### src/rtl/conv_host_bridge_pkg.sv
// conv_host_bridge_pkg: shared widths, FSM encoding and bank codes for the host bridge
package conv_host_bridge_pkg;
  localparam int DATAW_DEF = 20;
  localparam int ADDRW_DEF = 12;
  localparam int RDY_TIMEOUT_DEF = 16;
  localparam logic [1:0] S_IDLE = 2'd0;
  localparam logic [1:0] S_OFFER = 2'd1;
  localparam logic [1:0] S_RUN = 2'd2;
  localparam logic [1:0] S_FIN = 2'd3;
  localparam logic [2:0] BANK_IMG = 3'b000;
  localparam logic [2:0] BANK_L0K0 = 3'b001;
  localparam logic [2:0] BANK_L0K1 = 3'b010;
  localparam logic [2:0] BANK_L1K0 = 3'b011;
  localparam logic [2:0] BANK_L1K1 = 3'b100;
  localparam logic [2:0] BANK_L2 = 3'b101;
  // Only the five layer banks are addressable through csel; the image bank is read-only here.
  function automatic logic is_layer_bank(input logic [2:0] b);
    return b >= BANK_L0K0 && b <= BANK_L2;
  endfunction
endpackage

### src/rtl/conv_host_bridge_bank_decode.sv
// conv_bank_decode: maps csel to a layer-bank valid flag and the SRAM bank bits
module conv_bank_decode
  import conv_host_bridge_pkg::*;
(
  input  logic [2:0] csel_i,
  output logic       valid_o,
  output logic [2:0] bank_o
);
  assign valid_o = is_layer_bank(csel_i);
  assign bank_o = valid_o ? csel_i : BANK_IMG;
endmodule

### src/rtl/conv_host_bridge.sv
// conv_host_bridge: host/accelerator handshake FSM with SRAM image and layer-bank access
module conv_host_bridge
  import conv_host_bridge_pkg::*;
#(
  parameter int DATAW = DATAW_DEF,
  parameter int ADDRW = ADDRW_DEF,
  parameter int RDY_TIMEOUT = RDY_TIMEOUT_DEF
) (
  input  logic             clk,
  input  logic             reset,
  input  logic             start,
  output logic             ready,
  input  logic             busy,
  input  logic [ADDRW-1:0] iaddr,
  output logic [DATAW-1:0] idata,
  input  logic             cwr,
  input  logic [ADDRW-1:0] caddr_wr,
  input  logic [DATAW-1:0] cdata_wr,
  input  logic             crd,
  input  logic [ADDRW-1:0] caddr_rd,
  output logic [DATAW-1:0] cdata_rd,
  input  logic [2:0]       csel,
  output logic [ADDRW+2:0] sram_raddr,
  output logic [ADDRW+2:0] sram_waddr,
  output logic             sram_we,
  output logic [DATAW-1:0] sram_wdata,
  input  logic [DATAW-1:0] sram_rdata,
  output logic             done,
  output logic             err
);
  localparam int CW = $clog2(RDY_TIMEOUT + 1);
  logic [1:0] state_q, state_d;
  logic [CW-1:0] cnt_q, cnt_d;
  logic ready_q, ready_d, done_q, done_d, err_q, err_d;
  logic img_vld_q, lay_vld_q, fwd_q, fwd_d;
  logic [DATAW-1:0] idata_q, cdata_q, fwd_data_q;
  logic run, wr_ok, rd_ok, lay_rd, timeout;
  logic [2:0] wr_bank, rd_bank;
  conv_bank_decode u_wr_dec (.csel_i(csel), .valid_o(wr_ok), .bank_o(wr_bank));
  conv_bank_decode u_rd_dec (.csel_i(csel), .valid_o(rd_ok), .bank_o(rd_bank));
  assign run = state_q == S_RUN;
  assign sram_we = run & cwr & wr_ok;
  assign sram_waddr = {wr_bank, caddr_wr};
  assign sram_wdata = cdata_wr;
  assign lay_rd = run & crd & rd_ok;
  assign sram_raddr = lay_rd ? {rd_bank, caddr_rd} : {BANK_IMG, iaddr};
  // SRAM data lands one cycle after the address; the _q copies hold the last value between reads.
  assign idata = img_vld_q ? sram_rdata : idata_q;
  assign cdata_rd = lay_vld_q ? (fwd_q ? fwd_data_q : sram_rdata) : cdata_q;
  assign timeout = state_q == S_OFFER && !busy && cnt_q == CW'(RDY_TIMEOUT - 1);
  assign ready = ready_q;
  assign done = done_q;
  assign err = err_q;
  // Next-state: handshake sequencing, offer timeout and sticky error sources.
  always_comb begin
    state_d = state_q == S_IDLE  ? (start ? S_OFFER : S_IDLE)
            : state_q == S_OFFER ? (busy ? S_RUN : timeout ? S_IDLE : S_OFFER)
            : state_q == S_RUN   ? (busy ? S_RUN : S_FIN)
            : S_IDLE;
    cnt_d = (state_q == S_OFFER && !busy && !timeout) ? cnt_q + 1'b1 : '0;
    ready_d = state_d == S_OFFER;
    done_d = state_d == S_FIN;
    err_d = err_q | timeout | (run & cwr & !wr_ok);
    fwd_d = lay_rd & sram_we & (caddr_rd == caddr_wr);
  end
  // State, output and read-tracking registers.
  always_ff @(posedge clk or posedge reset) begin
    if (reset) begin
      state_q <= S_IDLE;
      cnt_q <= '0;
      ready_q <= 1'b0;
      done_q <= 1'b0;
      err_q <= 1'b0;
      img_vld_q <= 1'b0;
      lay_vld_q <= 1'b0;
      fwd_q <= 1'b0;
      idata_q <= '0;
      cdata_q <= '0;
      fwd_data_q <= '0;
    end else begin
      state_q <= state_d;
      cnt_q <= cnt_d;
      ready_q <= ready_d;
      done_q <= done_d;
      err_q <= err_d;
      img_vld_q <= run & !lay_rd;
      lay_vld_q <= lay_rd;
      fwd_q <= fwd_d;
      idata_q <= idata;
      cdata_q <= cdata_rd;
      fwd_data_q <= cdata_wr;
    end
  end
endmodule

### config.mk
export PLATFORM = sky130hd
export DESIGN_NAME = conv_host_bridge
export DESIGN_NICKNAME = d
export VERILOG_FILES = /design/src/rtl/conv_host_bridge_pkg.sv /design/src/rtl/conv_host_bridge_bank_decode.sv /design/src/rtl/conv_host_bridge.sv
export SDC_FILE = /design/constraint.sdc
export NUM_CORES = 1
export LEC_CHECK = 0
export CAP_MARGIN = 30
export CORE_UTILIZATION = 42
export CTS_CLUSTER_DIAMETER = 200
export DETAILED_ROUTE_END_ITERATION = 8
export PLACE_DENSITY = 0.87
export SYNTH_ARGS = -nofsm -noshare
export SYNTH_HDL_FRONTEND = slang
export SYNTH_SLANG_ARGS = --single-unit
### constraint.sdc
create_clock -name clk -period 6 [get_ports clk]
set_input_delay 1.2 -clock clk [delete_from_list [all_inputs] [get_ports clk]]
set_output_delay 1.2 -clock clk [all_outputs]
set_load 0.1 [all_outputs]
==> results.toml <==
[cts]
cts_sinks = 73
cts_tree = "built"
h-tree-depth = 3
clk_pin_slew_ns = 0.07
clk-insertion-delay-late_ns = 0.33
cts_max_path_buffers = 2
cts_hold_buffers = 0
post_cts_buffers = 0
cts.repair.resized = 0
cts_buffers = 9
cts-root-buf = "clkbuf_8"

[sta]
fmax_ghz = 0.217
rsz0062_at_grt = "false"
tightest_slew_ns = 1.03
fin_crit_ns = 4.60
whs_ns = 0.477
final_hold_viol_count = 0
finalClockSkew_ns = 0.00789
setup_tns_ns = 0
slew_violations = 0
final.setup.worst_slack_ns = 1.40
setup_violations = 0
max_slew_margin = 0.312
post-route-period-util = 0.767

[floorplan]
core_um2 = 7410
die_h_um = 90.3
dieArea_um2 = 8150
initial_core_util = 0.442
rows = 31
ios = 179
die_w_um = 90.3

[setup_path]
start_kind = "input port"
endpoint = "sram_we"
rr_endpoint = "ready"
critPathMaxFanout = 8
worstPathRequired_ns = 4.80
startpoint = "csel[2]"
worstReg2RegStart = "cnt_q[0]"
reg2reg_slack_ns = 4.12
setup.worst_path.class = "in -> out"
cp.arrival_ns = 3.40
worst_r2r_path_depth = 6
end_kind = "output pin"

[routing]
drtPass1Iterations = 3
postRouteAntennaNets = 0
wirelength_um = 8080
drcViolationCount = 0
viasPerCell = 4.70
drt-wirelength-per-cell_um = 15.6
drt_iter0_drc = 52
detailroute.via_count = 2436

[synth]
syn_inst = 266
synthesis.nets = 353
syn-cell-area_um2 = 3270
synth-seq-area-share = 0.558
synth-seq-cells = 73
synth_area_per_cell_um2 = 12.3
yosys_warnings = 0
ys_types = 36

[status]
outcome = "finished, final reports clean"

[worst_hold_path]
hold_class = "reg -> reg"

[finish]
stdcell_count = 518
num_antenna_cells = 0
nets = 501
final_cell_mix = "clkdlybuf4s50_1 (165), dfrtp_1 (73), mux2_2 (32), nor2_1 (28), a21oi_1 (22)"
final_common_cell = "clkdlybuf4s50_1"
drive_above_1_share = 0.162
area_delta_synth_final_pct = 53.9

[grt]
grt-ovfl-total = 0
antenna_found_initial = 0
grt_max_degree = 74
grt_usage = 0.213
grt_pass1_vias = 2699
grt_pass1_wl_um = 13300

[place]
gp_congestion = 0.773
numPlacedInstances = 502
port_buffers = 178
place_ws_ns = 1.38
dp_hpwl_um = 6190

[job]
maxCapViolCount = 0
worst max-delay path: stages:
cell             delay [ns]
clkdlybuf4s50_1        0.65
nor3_2                 0.12
a211oi_1               0.25
clkdlybuf4s50_1        1.17
per-stage QoR:
step	cell area (µm²)	util
final	5040	0.680
after CTS	5040	0.680
after global routing	5040	0.680
after floorplan	3270	-
after detailed placement	4870	0.657
after global placement	4870	0.657
cell families (layout without fill, tap and decap cells):
family,count (synthesis),after routing,synth area share
AOI/OAI and AO/OA,29,29,0.0505
xor gates and xnor gates,14,14,0.0375
adders and majority gates,2,2,0.00764
buffers and inverters,48,201,0.0956
DFF,73,73,0.558
muxes,52,52,0.171
and+or+nand+nor,48,48,0.0795
worst min-delay path by stage:
| stage | start | end | slack (ns) | cells after the start |
|---|---|---|---|---|
| global route | cnt_q[0] | cnt_q[0] | 0.49 | 1 |
| detailed placement | cnt_q[0] | cnt_q[0] | 0.47 | 1 |
| floorplan | cnt_q[0] | cnt_q[0] | 0.43 | 1 |
| finish | cnt_q[0] | cnt_q[0] | 0.48 | 1 |
| CTS | cnt_q[0] | cnt_q[0] | 0.48 | 1 |
| global placement | cnt_q[0] | cnt_q[0] | 0.45 | 1 |
cell type report:
class                      instances  area (µm²)
fill                             572        2370
timing repair buffer             181        1770
multi-input combinational        145        1130
sequential                        73        1830
inverter                           4        15.0
clock buffer                      14         153
clock inverter                     2        13.8
tap                               99         124
synth_stat cells:
library cell  count  area, µm²
nor4_2            1       12.5
a211oi_4          1       20.0
nor3b_1           1       7.51
buf_4            32        240
and3_1            1       6.26
nand2_1           1       3.75
buf_6             1       11.3
a21boi_0          1       7.51
nand3_1           1       5.00
mux2_2           32        360
a211oi_1          1       7.51
nand3b_1          1       7.51
mux2i_1          20        200
nor4_1            1       6.26
and2_2            1       7.51
xor2_1            9       78.8
xnor2_1           5       43.8
inv_1             4       15.0
nor2_1           28        105
nand3_2           1       10.0
ha_1              2       25.0
nor2b_1           3       18.8
or3_1             1       6.26
nand3b_4          1       20.0
buf_2             4       20.0
nand4_1           1       6.26
or2b_1            1       7.51
nand2b_1          1       6.26
clkbuf_1          6       22.5
nor3_1            1       5.00
a21oi_1          22        110
nor3_2            1       10.0
dfrtp_1          73       1830
and2b_2           1       8.76
o21ai_0           4       20.0
buf_1             1       3.75
state kept, by name, indices dropped and copies added (netlist names):
name and flops:
state_q 2, done 1, fwd_q 1, cnt_q 5, lay_vld_q 1, ready 1, idata_q 20, cdata_q 20
err 1, fwd_data_q 20, img_vld_q 1
metal layers:
| metal | vias to the layer above | track usage | wire [µm] | part of all wire |
|---|---|---|---|---|
| li1 | 1166 | - | - | - |
| met1 | 1148 | 0.232 | 3070 | 0.38 |
| met2 | 110 | 0.392 | 4370 | 0.54 |
| met3 | 12 | 0.0480 | 461 | 0.057 |
| met4 | 0 | 0.0941 | 174 | 0.022 |
| met5 | - | 0 | 0 | 0 |
Power is left out: the tool's default activity adds up to more than one toggle a clock period on the data nets, which glitch-free logic cannot reach.
